--- src/rtl/mips_defs_pkg.sv ---
// Shared encodings for the multi-cycle MIPS-subset controller: opcodes, funct codes,
// ALU operations, datapath mux selects and FSM state encoding.
package mips_defs_pkg;

    localparam logic [5:0] OP_RTYPE = 6'b000000;
    localparam logic [5:0] OP_J     = 6'b000010;
    localparam logic [5:0] OP_JAL   = 6'b000011;
    localparam logic [5:0] OP_BEQ   = 6'b000100;
    localparam logic [5:0] OP_BNE   = 6'b000101;
    localparam logic [5:0] OP_ADDI  = 6'b001000;
    localparam logic [5:0] OP_XORI  = 6'b001110;
    localparam logic [5:0] OP_LW    = 6'b100011;
    localparam logic [5:0] OP_SW    = 6'b101011;

    localparam logic [5:0] FN_JR  = 6'b001000;
    localparam logic [5:0] FN_ADD = 6'b100000;
    localparam logic [5:0] FN_SUB = 6'b100010;
    localparam logic [5:0] FN_AND = 6'b100100;
    localparam logic [5:0] FN_OR  = 6'b100101;
    localparam logic [5:0] FN_XOR = 6'b100110;
    localparam logic [5:0] FN_SLT = 6'b101010;

    typedef enum logic [2:0] {
        ALU_ADD = 3'd0,
        ALU_SUB = 3'd1,
        ALU_XOR = 3'd2,
        ALU_SLT = 3'd3,
        ALU_AND = 3'd4,
        ALU_OR  = 3'd5,
        ALU_NOP = 3'd7
    } aluOpT;

    typedef enum logic [1:0] {
        PC_PLUS4  = 2'd0,
        PC_BRANCH = 2'd1,
        PC_JUMP   = 2'd2,
        PC_REG    = 2'd3
    } pcSrcT;

    typedef enum logic [1:0] {
        DST_RT = 2'd0,
        DST_RD = 2'd1,
        DST_RA = 2'd2
    } regDstT;

    typedef enum logic [1:0] {
        WB_ALU  = 2'd0,
        WB_DATA = 2'd1,
        WB_LINK = 2'd2
    } wbSelT;

    typedef enum logic [3:0] {
        S_FETCH    = 4'd0,
        S_DECODE   = 4'd1,
        S_EXEC_R   = 4'd2,
        S_WB_R     = 4'd3,
        S_EXEC_I   = 4'd4,
        S_WB_I     = 4'd5,
        S_MEM_ADDR = 4'd6,
        S_MEM_RD   = 4'd7,
        S_WB_MEM   = 4'd8,
        S_MEM_WR   = 4'd9,
        S_BRANCH   = 4'd10,
        S_JUMP     = 4'd11,
        S_TRAP     = 4'd12
    } stateT;

    // ALU_NOP doubles as the "unsupported funct" marker.
    function automatic aluOpT functToAlu(input logic [5:0] funct);
        case (funct)
            FN_ADD:  return ALU_ADD;
            FN_SUB:  return ALU_SUB;
            FN_XOR:  return ALU_XOR;
            FN_SLT:  return ALU_SLT;
            FN_AND:  return ALU_AND;
            FN_OR:   return ALU_OR;
            default: return ALU_NOP;
        endcase
    endfunction

endpackage

--- src/rtl/multicycle_perf_cnt.sv ---
// Cycle, retired-instruction and taken-branch counters for multicycle_ctrl.
// Present only in builds with MULTICYCLE_PERF_CNT_EN defined.
module multicycle_perf_cnt #(
    parameter int CNT_W = 32
) (
    input  logic             clk,
    input  logic             reset,
    input  logic             instrDone,
    input  logic             brTaken,
    output logic [CNT_W-1:0] cycCnt,
    output logic [CNT_W-1:0] instrCnt,
    output logic [CNT_W-1:0] brTakenCnt
);

    // Counters wrap naturally at 2^CNT_W.
    always_ff @(posedge clk) begin
        if (reset) begin
            cycCnt     <= '0;
            instrCnt   <= '0;
            brTakenCnt <= '0;
        end else begin
            cycCnt <= cycCnt + CNT_W'(1);
            if (instrDone) begin
                instrCnt <= instrCnt + CNT_W'(1);
            end
            if (brTaken) begin
                brTakenCnt <= brTakenCnt + CNT_W'(1);
            end
        end
    end

endmodule

--- src/rtl/multicycle_ctrl.sv ---
// Multi-cycle control FSM for the MIPS-subset core (fetch/decode/execute/mem/writeback).
// Define MULTICYCLE_PERF_CNT_EN to add the cyc_cnt/instr_cnt/br_taken_cnt counter outputs.
//
// state      | meaning
// FETCH      | read instruction; load IR and PC+4 on mem_ready
// DECODE     | classify opcode/funct
// EXEC_R     | R-type ALU op from funct
// WB_R       | write rd with ALU result
// EXEC_I     | ADDI/XORI with immediate operand
// WB_I       | write rt with ALU result
// MEM_ADDR   | base + imm address for LW/SW
// MEM_RD     | load, held until mem_ready
// WB_MEM     | write rt with load data
// MEM_WR     | store, held until mem_ready
// BRANCH     | BEQ/BNE resolve from a_eq_b
// JUMP       | J/JAL/JR; JAL links $31
// TRAP       | illegal instruction or memory timeout; absorbing until reset
module multicycle_ctrl
    import mips_defs_pkg::*;
#(
    parameter int CNT_W        = 32,
    parameter int MEM_WAIT_MAX = 15
) (
    input  logic             clk,
    input  logic             reset,
    input  logic [5:0]       opcode,
    input  logic [5:0]       funct,
    input  logic             a_eq_b,
    input  logic             mem_ready,
    output logic             pc_we,
    output logic [1:0]       pc_src,
    output logic             ir_we,
    output logic             mem_re,
    output logic             mem_we,
    output logic             reg_we,
    output logic [1:0]       reg_dst,
    output logic [1:0]       wb_sel,
    output logic             alu_src_b,
    output logic [2:0]       alu_op,
    output logic             instr_done,
    output logic             trap
`ifdef MULTICYCLE_PERF_CNT_EN
    ,
    output logic [CNT_W-1:0] cyc_cnt,
    output logic [CNT_W-1:0] instr_cnt,
    output logic [CNT_W-1:0] br_taken_cnt
`endif
);

    if (CNT_W < 1 || MEM_WAIT_MAX < 0) begin : gBadParams
        $error("multicycle_ctrl: CNT_W must be >= 1 and MEM_WAIT_MAX >= 0");
    end

    localparam int WAIT_W = (MEM_WAIT_MAX > 0) ? $clog2(MEM_WAIT_MAX + 1) : 1;
    localparam logic [WAIT_W-1:0] WAIT_LAST = WAIT_W'((MEM_WAIT_MAX > 0) ? MEM_WAIT_MAX - 1 : 0);

    stateT             state;
    logic [WAIT_W-1:0] waitCnt;
    logic              waitLast;
    logic              brTake;

    // The stall on which the counter would reach MEM_WAIT_MAX traps unless mem_ready rescues it.
    assign waitLast = (MEM_WAIT_MAX > 0) && (waitCnt == WAIT_LAST);
    assign brTake   = (opcode == OP_BEQ) ? a_eq_b : !a_eq_b;

    always_ff @(posedge clk) begin
        if (reset) begin
            state   <= S_FETCH;
            waitCnt <= '0;
        end else begin
            waitCnt <= '0;
            case (state)
                S_FETCH: begin
                    if (mem_ready)     state <= S_DECODE;
                    else if (waitLast) state <= S_TRAP;
                    else               waitCnt <= waitCnt + WAIT_W'(1);
                end
                S_DECODE: begin
                    case (opcode)
                        OP_RTYPE:         state <= (funct == FN_JR) ? S_JUMP : S_EXEC_R;
                        OP_ADDI, OP_XORI: state <= S_EXEC_I;
                        OP_LW, OP_SW:     state <= S_MEM_ADDR;
                        OP_BEQ, OP_BNE:   state <= S_BRANCH;
                        OP_J, OP_JAL:     state <= S_JUMP;
                        default:          state <= S_TRAP;
                    endcase
                end
                S_EXEC_R:   state <= (functToAlu(funct) == ALU_NOP) ? S_TRAP : S_WB_R;
                S_EXEC_I:   state <= S_WB_I;
                S_MEM_ADDR: state <= (opcode == OP_LW) ? S_MEM_RD : S_MEM_WR;
                S_MEM_RD: begin
                    if (mem_ready)     state <= S_WB_MEM;
                    else if (waitLast) state <= S_TRAP;
                    else               waitCnt <= waitCnt + WAIT_W'(1);
                end
                S_MEM_WR: begin
                    if (mem_ready)     state <= S_FETCH;
                    else if (waitLast) state <= S_TRAP;
                    else               waitCnt <= waitCnt + WAIT_W'(1);
                end
                S_WB_R, S_WB_I, S_WB_MEM, S_BRANCH, S_JUMP: state <= S_FETCH;
                S_TRAP:     state <= S_TRAP;
                default:    state <= S_TRAP;
            endcase
        end
    end

    // Outputs follow the state register; reset forces the idle pattern immediately.
    always_comb begin
        pc_we      = 1'b0;
        pc_src     = PC_PLUS4;
        ir_we      = 1'b0;
        mem_re     = 1'b0;
        mem_we     = 1'b0;
        reg_we     = 1'b0;
        reg_dst    = DST_RT;
        wb_sel     = WB_ALU;
        alu_src_b  = 1'b0;
        alu_op     = ALU_NOP;
        instr_done = 1'b0;
        trap       = 1'b0;
        if (!reset) begin
            case (state)
                S_FETCH: begin
                    mem_re = 1'b1;
                    ir_we  = mem_ready;
                    pc_we  = mem_ready;
                end
                S_EXEC_R: alu_op = functToAlu(funct);
                S_WB_R: begin
                    reg_we     = 1'b1;
                    reg_dst    = DST_RD;
                    instr_done = 1'b1;
                end
                S_EXEC_I: begin
                    alu_src_b = 1'b1;
                    alu_op    = (opcode == OP_XORI) ? ALU_XOR : ALU_ADD;
                end
                S_WB_I: begin
                    reg_we     = 1'b1;
                    instr_done = 1'b1;
                end
                S_MEM_ADDR: begin
                    alu_src_b = 1'b1;
                    alu_op    = ALU_ADD;
                end
                S_MEM_RD: mem_re = 1'b1;
                S_WB_MEM: begin
                    reg_we     = 1'b1;
                    wb_sel     = WB_DATA;
                    instr_done = 1'b1;
                end
                S_MEM_WR: begin
                    mem_we     = 1'b1;
                    instr_done = mem_ready;
                end
                S_BRANCH: begin
                    alu_op     = ALU_SUB;
                    pc_src     = PC_BRANCH;
                    pc_we      = brTake;
                    instr_done = 1'b1;
                end
                S_JUMP: begin
                    pc_we      = 1'b1;
                    pc_src     = (opcode == OP_RTYPE) ? PC_REG : PC_JUMP;
                    instr_done = 1'b1;
                    if (opcode == OP_JAL) begin
                        reg_we  = 1'b1;
                        reg_dst = DST_RA;
                        wb_sel  = WB_LINK;
                    end
                end
                S_TRAP:  trap = 1'b1;
                default: ;
            endcase
        end
    end

`ifdef MULTICYCLE_PERF_CNT_EN
    logic brTaken;
    assign brTaken = !reset && (state == S_BRANCH) && brTake;

    multicycle_perf_cnt #(.CNT_W(CNT_W)) uPerfCnt (
        .clk        (clk),
        .reset      (reset),
        .instrDone  (instr_done),
        .brTaken    (brTaken),
        .cycCnt     (cyc_cnt),
        .instrCnt   (instr_cnt),
        .brTakenCnt (br_taken_cnt)
    );
`endif

endmodule

--- config.mk ---
export PLATFORM = sky130hd
export DESIGN_NAME = multicycle_ctrl
export DESIGN_NICKNAME = d
export VERILOG_FILES = /design/src/rtl/mips_defs_pkg.sv /design/src/rtl/multicycle_perf_cnt.sv /design/src/rtl/multicycle_ctrl.sv
export SDC_FILE = /design/constraint.sdc
export NUM_CORES = 1
export LEC_CHECK = 0
export BUFFER_PORTS_ARGS = -buffer_cell sky130_fd_sc_hd__buf_4
export CAP_MARGIN = 20
export CORE_MARGIN = 10
export CORE_UTILIZATION = 45
export CTS_CLUSTER_DIAMETER = 100
export DETAILED_ROUTE_END_ITERATION = 10
export PLACE_DENSITY = 0.77
export SYNTH_ARGS = -nofsm -noshare
export SYNTH_HDL_FRONTEND = slang
export SYNTH_HIERARCHICAL = 1
export SYNTH_SLANG_ARGS = --single-unit
export TNS_END_PERCENT = 1
--- constraint.sdc ---
create_clock -name clk -period 3.8 [get_ports clk]
set_input_delay 0 -clock clk [delete_from_list [all_inputs] [get_ports clk]]
set_output_delay 0 -clock clk [all_outputs]
set_load 0.05 [all_outputs]
# --- Word-level counts from Yosys, hierarchy flattened ---
# Cells that the tools add are included.
totals:
  in_bits: 16
  reg_bits: 8
classes:
  add_sub_neg: 1
  muxes: 41
  n_reduce_logical: 13
  bitwise_logic: 1
  n_eq_ne: 29
ops:
  columns: ["op", "n"]
  rows:
  - ["== test 6 bit, second input constant", 8]
  - ["one-hot mux 4 bit (8 select lines)", 1]
  - ["two-way mux 4 bit", 7]
  - ["== test 4 bit, second input constant", 6]
  - ["one-hot mux 4 bit (5 select lines)", 1]
  - ["== test 6 x 4 -> 1 bit, second input constant", 3]
  - ["one-hot mux 3 bit (6 select lines)", 1]
  - ["== test 4 x 3 -> 1 bit, second input constant", 4]
  - ["two-way mux 1 bit", 16]
  - ["== test 6 x 2 -> 1 bit, second input constant", 2]
  - ["== test 6 x 3 -> 1 bit, second input constant", 2]
  - ["one-hot mux 2 bit (2 select lines)", 3]
  - ["one-hot mux 3 bit (4 select lines)", 1]
  - ["OR reduction 2 bit", 6]
  - ["two-way mux 2 bit", 5]
  - ["two-way mux 3 bit", 3]
  - ["== test 4 x 2 -> 1 bit, second input constant", 2]
  - ["zero test 6 bit", 1]
  - ["OR reduction 3 bit", 2]
  - ["OR reduction 5 bit", 1]
  - ["adder 4 x 1 -> 4 bit, second input constant", 1]
  - ["== test 4 x 1 -> 1 bit, second input constant", 1]
  - ["zero test 4 bit", 1]
  - ["one-hot mux 1 bit (2 select lines)", 2]
  - ["other kinds (5)", 5]

# --- Depth between registers and ports, before layout ---
# Gate-level depths: netlist (run 1).
logic_depth:
  depth_word: 7
  mapped_depth: 7

# --- Worst setup path after synthesis (run 1) ---
# No wires, ideal clock.
synth_timing:
  path_kind: "reg2out"
  startpoint: "register state[2]"
  endpoint: "output reg_we"
  required_time_ns: 3.800
  slack_ns: 0.912
  stages_incl_launch_ff: 5
  n_path_buf: 0
  arrival_time_ns: 2.888
  path_cell_list: "dfxtp_1 -> nand2b_1 -> nor3_1 -> and4_1 -> o21bai_1"
synth_via:
  elab_chain_len: 4
  word_cells_on_any_way: 7
  cone_classes: "4 x eq/ne; 2 x mux; 1 x reduce/logical"
synth_rtl:
  columns: ["element", "line", "text"]
  rows:
  - ["start, declared", "multicycle_ctrl.sv:57", "stateT state;"]
  - ["start signal, assigned", "multicycle_ctrl.sv:80", "OP_RTYPE: state <= (funct == FN_JR) ? S_JUMP : S_EXEC_R;"]
  - ["start signal, assigned", "multicycle_ctrl.sv:88", "S_EXEC_R: state <= (functToAlu(funct) == ALU_NOP) ? S_TRAP : S_WB_R;"]
  - ["start signal, assigned", "multicycle_ctrl.sv:90", "S_MEM_ADDR: state <= (opcode == OP_LW) ? S_MEM_RD : S_MEM_WR;"]
  - ["== test 4 bit, or another cell as far along", "multicycle_ctrl.sv:123", "case (state)"]
  - ["OR reduction 3 bit (no line)", null, null]
  - ["one-hot mux 1 bit (2 select lines) (*)", "multicycle_ctrl.sv:123", null]
  - ["two-way mux 1 bit (*)", "multicycle_ctrl.sv:122", "if (!reset) begin"]
  - ["end, declared", "multicycle_ctrl.sv:35", "output logic reg_we,"]
# Every way passes the cells marked *; elsewhere a longest branch is shown, timed or not.

# --- Worst setup path after layout (run 1) ---
layout_timing:
  startpoint: "register state[3]"
  endpoint: "output pc_we"
layout_via:
  elab_chain_len: 3
  word_cells_on_any_way: 5
  cone_classes: "2 x eq/ne; 2 x mux; 1 x reduce/logical"
layout_rtl:
  columns: ["element", "line", "text"]
  rows:
  - ["== test 4 bit or zero test 4 bit (tied branches)", "multicycle_ctrl.sv:123", null]
  - ["one-hot mux 1 bit (3 select lines) (*)", "multicycle_ctrl.sv:123", null]
  - ["two-way mux 1 bit (*)", "multicycle_ctrl.sv:122", null]
  - ["end, declared", "multicycle_ctrl.sv:30", "output logic pc_we,"]
# Marks and branches as above.

==> results.sh, run 1 <==
export IMPL_drt_pass1_iter_count=4
export IMPL_drt_iter0_markers=87
export IMPL_viasPerCell=6.095
export IMPL_fin_skew_ps=5.497
export IMPL_grt_pass1_vias=1131
export IMPL_cts_root_buf="clkbuf_4"
export IMPL_track_usage=0.1379
export IMPL_rows=17
export IMPL_yosys_warnings=6
export IMPL_regToRegSetupSlack_ps=1880
export IMPL_cts_hold_buf=0
export IMPL_fill_cells=218
export IMPL_cp_cell_sequence="inv_1 -> nor2_1 -> nand2_1 -> o21bai_1 -> a2111oi_2 -> buf_4"
export IMPL_cts_resized=0
export IMPL_cp_startpoint="state[3]"
export IMPL_critPathCapture="pc_we"
export IMPL_wl_per_cell_um=15.90
export IMPL_start_util=0.4689
export IMPL_regToRegStartpoint="state[0]"
export IMPL_dieArea_um2=4625
export IMPL_die_h_um=68.01
export IMPL_antenna_found_initial=0
export IMPL_total_power_mw=0.5653
export IMPL_grt_start_max_net_pins=25
export IMPL_synth_net_count=166
export IMPL_p_leak_nw=0.5154
export IMPL_path_max_fanout=16
export IMPL_mostFrequentLayoutCells="32 x buf_4, 19 x nor2_1, 12 x a21oi_1"
export IMPL_cp_arrival_ps=2270
export IMPL_ys_ff_latch=8
export IMPL_critPathLaunchType="flip-flop"
export IMPL_synth_main_ff_cell="dfxtp_1"
export IMPL_mostFrequentLayoutCell="buf_4"
export IMPL_fin_crit_ps=2268
export IMPL_hold_viol=0
export IMPL_slew_violations=0
export IMPL_reg2reg_to="waitCnt[3]"
export IMPL_wl_mm=3.180
export IMPL_clkTransAtPathRegs_ps=60
export IMPL_worstMarginPinSlew_ps=799.9
export IMPL_clockBufferDepth=2
export IMPL_crit_path_end_kind="primary output"
export IMPL_power_density_nw_per_um2=442.5
export IMPL_finalSetupViolCount=0
export IMPL_rsz0062_at_grt="no"
export IMPL_synth_cells=148
export IMPL_avgSynthCellArea_um2=7.008
export IMPL_fin_crit_sh=0.5968
export IMPL_antenna_cells=0
export IMPL_critPathSlowestCell="dfxtp_1"
export IMPL_grt_pass1_wl_mm=5.133
export IMPL_gr_total_overflow=0
export IMPL_area_delta_synth_final_pct=23.16
export IMPL_numCtsBuffers=3
export IMPL_maxCapViolCount=0
export IMPL_setup_tns_ps=0
export IMPL_slew_limit_headroom=0.4660
export IMPL_crit_type="reg -> out"
export IMPL_synth_seq_area_share=0.1544
export IMPL_cts_sinks=8
export IMPL_fin_nets=192
export IMPL_hpwl_mm=2.429
export IMPL_r2r_cells=5
export IMPL_peakVddDrop_v=0.0002960
export IMPL_core_area_um2=2212
export IMPL_crit_path_max_incr_delay_ps=670
export IMPL_globalplace_congestion=0.8715
export IMPL_async_flop_share=0
export IMPL_postCtsSetupBuffers=0
export IMPL_h_tree_depth=1
export IMPL_postRouteAntennaNets=0
export IMPL_boundaryPins=33
export IMPL_synth_edf_count=0
export IMPL_drive_above_1_share=0.2616
export IMPL_max_freq_mhz=440.9
export IMPL_yosysUniqueCellTypes=51
export IMPL_port_buffers=32
export IMPL_syn_cell_area_um2=1037
export IMPL_cp_required_ps=3800
export IMPL_via_count=1219
export IMPL_outcome="complete, no violations"
export IMPL_route_detailed_drc=0
export IMPL_clk_latency_ps=260
export IMPL_design_area_um2=1277
export IMPL_dpl_cell_area_um2=1255
export IMPL_die_x_um=68.01
export IMPL_hold_path_class="in -> reg"
export IMPL_cts_tree="built"
kinds of logic (layout without fill, tap and decap cells):
group,count (synthesis),in the layout,share of synthesized area
flip-flops,8,8,0.1544
multiplexers,3,3,0.03016
AND/OR/NAND/NOR,71,71,0.3884
buffers and inverters,16,40,0.07358
AO/OA/AOI/OAI,44,44,0.2955
adder cells (fa/ha/maj),2,2,0.02412
XOR/XNOR,4,4,0.03378
worst max-delay path: cells and delay by family, from the launching register on:
kind	cells	cell delay, ps
AOI/OAI and AO/OA	2	610
and+or+nand+nor	2	290
buffers and inverters	2	440
DFF	1	670
worst min-delay path by stage:
stage                    end       from  slack, ps  cells past startpoint
detailed placement  state[3]      reset        340                      2
global placement    state[3]      reset        330                      2
floorplan           state[2]  mem_ready        200                      3
CTS                 state[3]      reset         60                      2
finish              state[3]      reset         70                      2
global route        state[3]      reset         90                      2
cell usage after synthesis (2+ instances only):
cell type  number  area (um^2)
o21ai_0         4        20.02
nor2_1         19        71.32
nand2b_1        4        25.02
nand3_1         6        30.03
nand2_1         8        30.03
a21oi_1        12        60.06
ha_1            2        25.02
nor2b_1         4        25.02
dfxtp_1         8        160.2
a211oi_1        2        15.01
a32oi_1         2        17.52
inv_1           5        18.77
nor4_1          5        31.28
o21ai_1         2        10.01
a31oi_1         4        25.02
buf_4           2        15.01
or4_1           2        15.01
xor2_1          3        26.28
buf_2           7        35.03
mux2i_1         2        20.02
a21o_1          4        30.03
or3_1           2        12.51
o21bai_1        2        15.01
clkbuf_1        2        7.510
nor3_1          7        35.03
nor4b_1         3        26.28
flip-flops by register name (all words and copies together) (netlist names):
register  flops
state         4
waitCnt       4
per-layer routing:
layer | up-vias | global-route usage | wire length, um
met1 | 546 | 0.1750 | 1291
met4 | 0 | 0.03266 | 42
li1 | 599 | - | -
met2 | 66 | 0.2198 | 1483
met5 | - | 0 | 0
met3 | 8 | 0.04568 | 362
stage by stage:
stage	setup slack (ps)	utilization	cells	hold WS, ps
floorplan	911.5	-	148	204.1
global route	1375	0.5775	200	86.87
global placement	1941	0.5673	197	328.4
finish	1532	0.5775	200	65.65
CTS	1569	0.5775	200	56.89
detailed placement	1858	0.5673	197	336.2
power breakdown:
part           internal (mW)  switching [mW]
logic                  0.127           0.204
clock network         0.0364          0.0319
registers             0.0988          0.0678
total                  0.262           0.304
cell type report:
class / instances / area (um^2) / area share
Tap cell: 28 / 35.03 / 0.02742
Inverter: 5 / 18.77 / 0.01469
Clock buffer: 3 / 22.52 / 0.01763
Multi-Input combinational cell: 124 / 800.8 / 0.6268
Timing Repair Buffer: 32 / 240.2 / 0.1880
Sequential cell: 8 / 160.2 / 0.1254
Power figures use the tool's default switching activity.
==> run 2: changes to the inputs <==
==> constraint.sdc (replaced) <==
create_clock -name clk -period 2.1 [get_ports clk]
set_input_delay 0 -clock clk [delete_from_list [all_inputs] [get_ports clk]]
set_output_delay 0 -clock clk [all_outputs]
set_load 0.05 [all_outputs]
==> results.sh, run 2 (synthesis gave the netlist of run 1 again) <==
export IMPL_outcome="complete, no violations"
export IMPL_cp_required_ps=2100
export IMPL_path_max_fanout=12
export IMPL_hold_viol=0
export IMPL_cp_startpoint="state[1]"
export IMPL_p_leak_nw=0.5463
export IMPL_holdWs_ps=79.63
export IMPL_total_power_mw=1.056
export IMPL_crit_path_end_kind="primary output"
export IMPL_intPower_mw=0.4978
export IMPL_finalSetupViolCount=0
export IMPL_die_x_um=68.01
export IMPL_slew_limit_headroom=0.7046
export IMPL_clockBufferDepth=2
export IMPL_peakVddDrop_v=0.0005612
export IMPL_cts_sinks=8
export IMPL_fin_skew_ps=8.927
export IMPL_clk_latency_ps=270
export IMPL_worst_slack_ps=193.1
export IMPL_viasPerCell=6.176
export IMPL_route_detailed_drc=0
export IMPL_min_from="reset"
export IMPL_wl_per_cell_um=15.69
export IMPL_dp_slack_ps=328.1
export IMPL_grt_start_max_net_pins=23
export IMPL_hpwl_mm=2.452
export IMPL_h_tree_depth=1
export IMPL_drt_iter0_markers=89
export IMPL_crit_type="reg -> out"
export IMPL_postRouteAntennaNets=0
export IMPL_power_density_nw_per_um2=796.4
export IMPL_start_util=0.4689
export IMPL_cts_root_buf="clkbuf_4"
export IMPL_p_seq_frac=0.237
export IMPL_via_count=1260
export IMPL_boundaryPins=33
export IMPL_dieArea_um2=4625
export IMPL_grt_pass1_vias=1199
export IMPL_mostFrequentLayoutCells="36 x buf_4, 19 x nor2_1, 12 x a21oi_1"
export IMPL_grt_pass1_wl_mm=5.388
export IMPL_area_delta_synth_final_pct=27.86
export IMPL_wl_mm=3.201
export IMPL_fin_crit_ps=1907
export IMPL_worstMarginPinSlew_ps=442.4
export IMPL_gr_total_overflow=0
export IMPL_fin_nets=196
export IMPL_comb_power_share=0.647
export IMPL_p_sw_mw=0.5584
export IMPL_clkTransAtPathRegs_ps=60
export IMPL_fill_cells=205
export IMPL_top_regs="state: 4 flops, waitCnt: 4 flops"
export IMPL_critPathLaunchType="flip-flop"
export IMPL_antenna_cells=0
export IMPL_slew_violations=0
export IMPL_core_area_um2=2212
export IMPL_numCtsBuffers=3
export IMPL_cp_arrival_ps=1910
export IMPL_drt_pass1_iter_count=4
export IMPL_drive_above_1_share=0.2955
export IMPL_maxCapViolCount=0
export IMPL_track_usage=0.1474
export IMPL_mostFrequentLayoutCell="buf_4"
export IMPL_port_buffers=32
export IMPL_fin_crit_sh=0.9081
export IMPL_max_freq_mhz=524.4
export IMPL_p_clk_frac=0.117
export IMPL_die_h_um=68.01
export IMPL_hold_path_class="in -> reg"
export IMPL_rsz0062_at_grt="no"
export IMPL_rows=17
export IMPL_power_share_switching=0.5287
export IMPL_globalplace_congestion=0.9336
export IMPL_antenna_found_initial=0
export IMPL_cts_tree="built"
export IMPL_regToRegStartpoint="state[1]"
export IMPL_postCtsSetupBuffers=0
## run 2: area by class of cell
cell class | instances | area, um^2 | area share
well taps | 28 | 35.03 | 0.02642
inverters | 5 | 18.77 | 0.01415
multi-input cells | 124 | 818.3 | 0.6170
flip-flops and latches | 8 | 161.4 | 0.1217
clock buffers | 3 | 22.52 | 0.01698
repair buffers | 36 | 270.3 | 0.2038
## run 2: what timing repair did
item | CTS | global route
endpoints found under the setup margin | 0 | 2
hold buffers | 0 | 0
resized for setup | 0 | 1
## run 2: layer usage
layer | up-vias | track usage | wire [um]
met5 | - | 0 | 0
met4 | 0 | 0.08040 | 69
met3 | 9 | 0.04241 | 291
met2 | 60 | 0.2279 | 1482
met1 | 580 | 0.1796 | 1358
li1 | 611 | - | -
## run 2: path summary, 6_finish.rpt
check	end	slack, ps	cells past startpoint
worst max-delay path	pc_we	190	5
worst min-delay path	state[2]	80	2
worst max register to register	waitCnt[2]	480	5
worst min register to register	waitCnt[0]	460	1
## run 2: worst max-delay path, cell delays in order, from the launching register on
cell,delay (ps)
dfxtp_1,440
buf_4,230
nor3_1,220
a21oi_1,90
a2111oi_2,390
buf_4,270
## run 2: through the flow
step / std cells / cell area (um^2) / util / TNS, ps
finish: 204 / 1326 / 0.5995 / 0
global route: 204 / 1326 / 0.5995 / 0
CTS: 204 / 1325 / 0.5990 / 0
detailed placement: 201 / 1303 / 0.5888 / 0
global placement: 201 / 1303 / 0.5888 / 0
floorplan: 148 / 1055 / - / -363.5
## run 2: power groups by stage
stage / registers, mW / clock network (mW) / logic, mW
2_1_floorplan: 0.210 / 0 / 0.527
3_3_place_gp: 0.246 / 0 / 0.663
3_5_place_dp: 0.248 / 0 / 0.677
4_1_cts: 0.245 / 0.124 / 0.679
5_1_grt: 0.258 / 0.134 / 0.741
6_report: 0.250 / 0.124 / 0.683
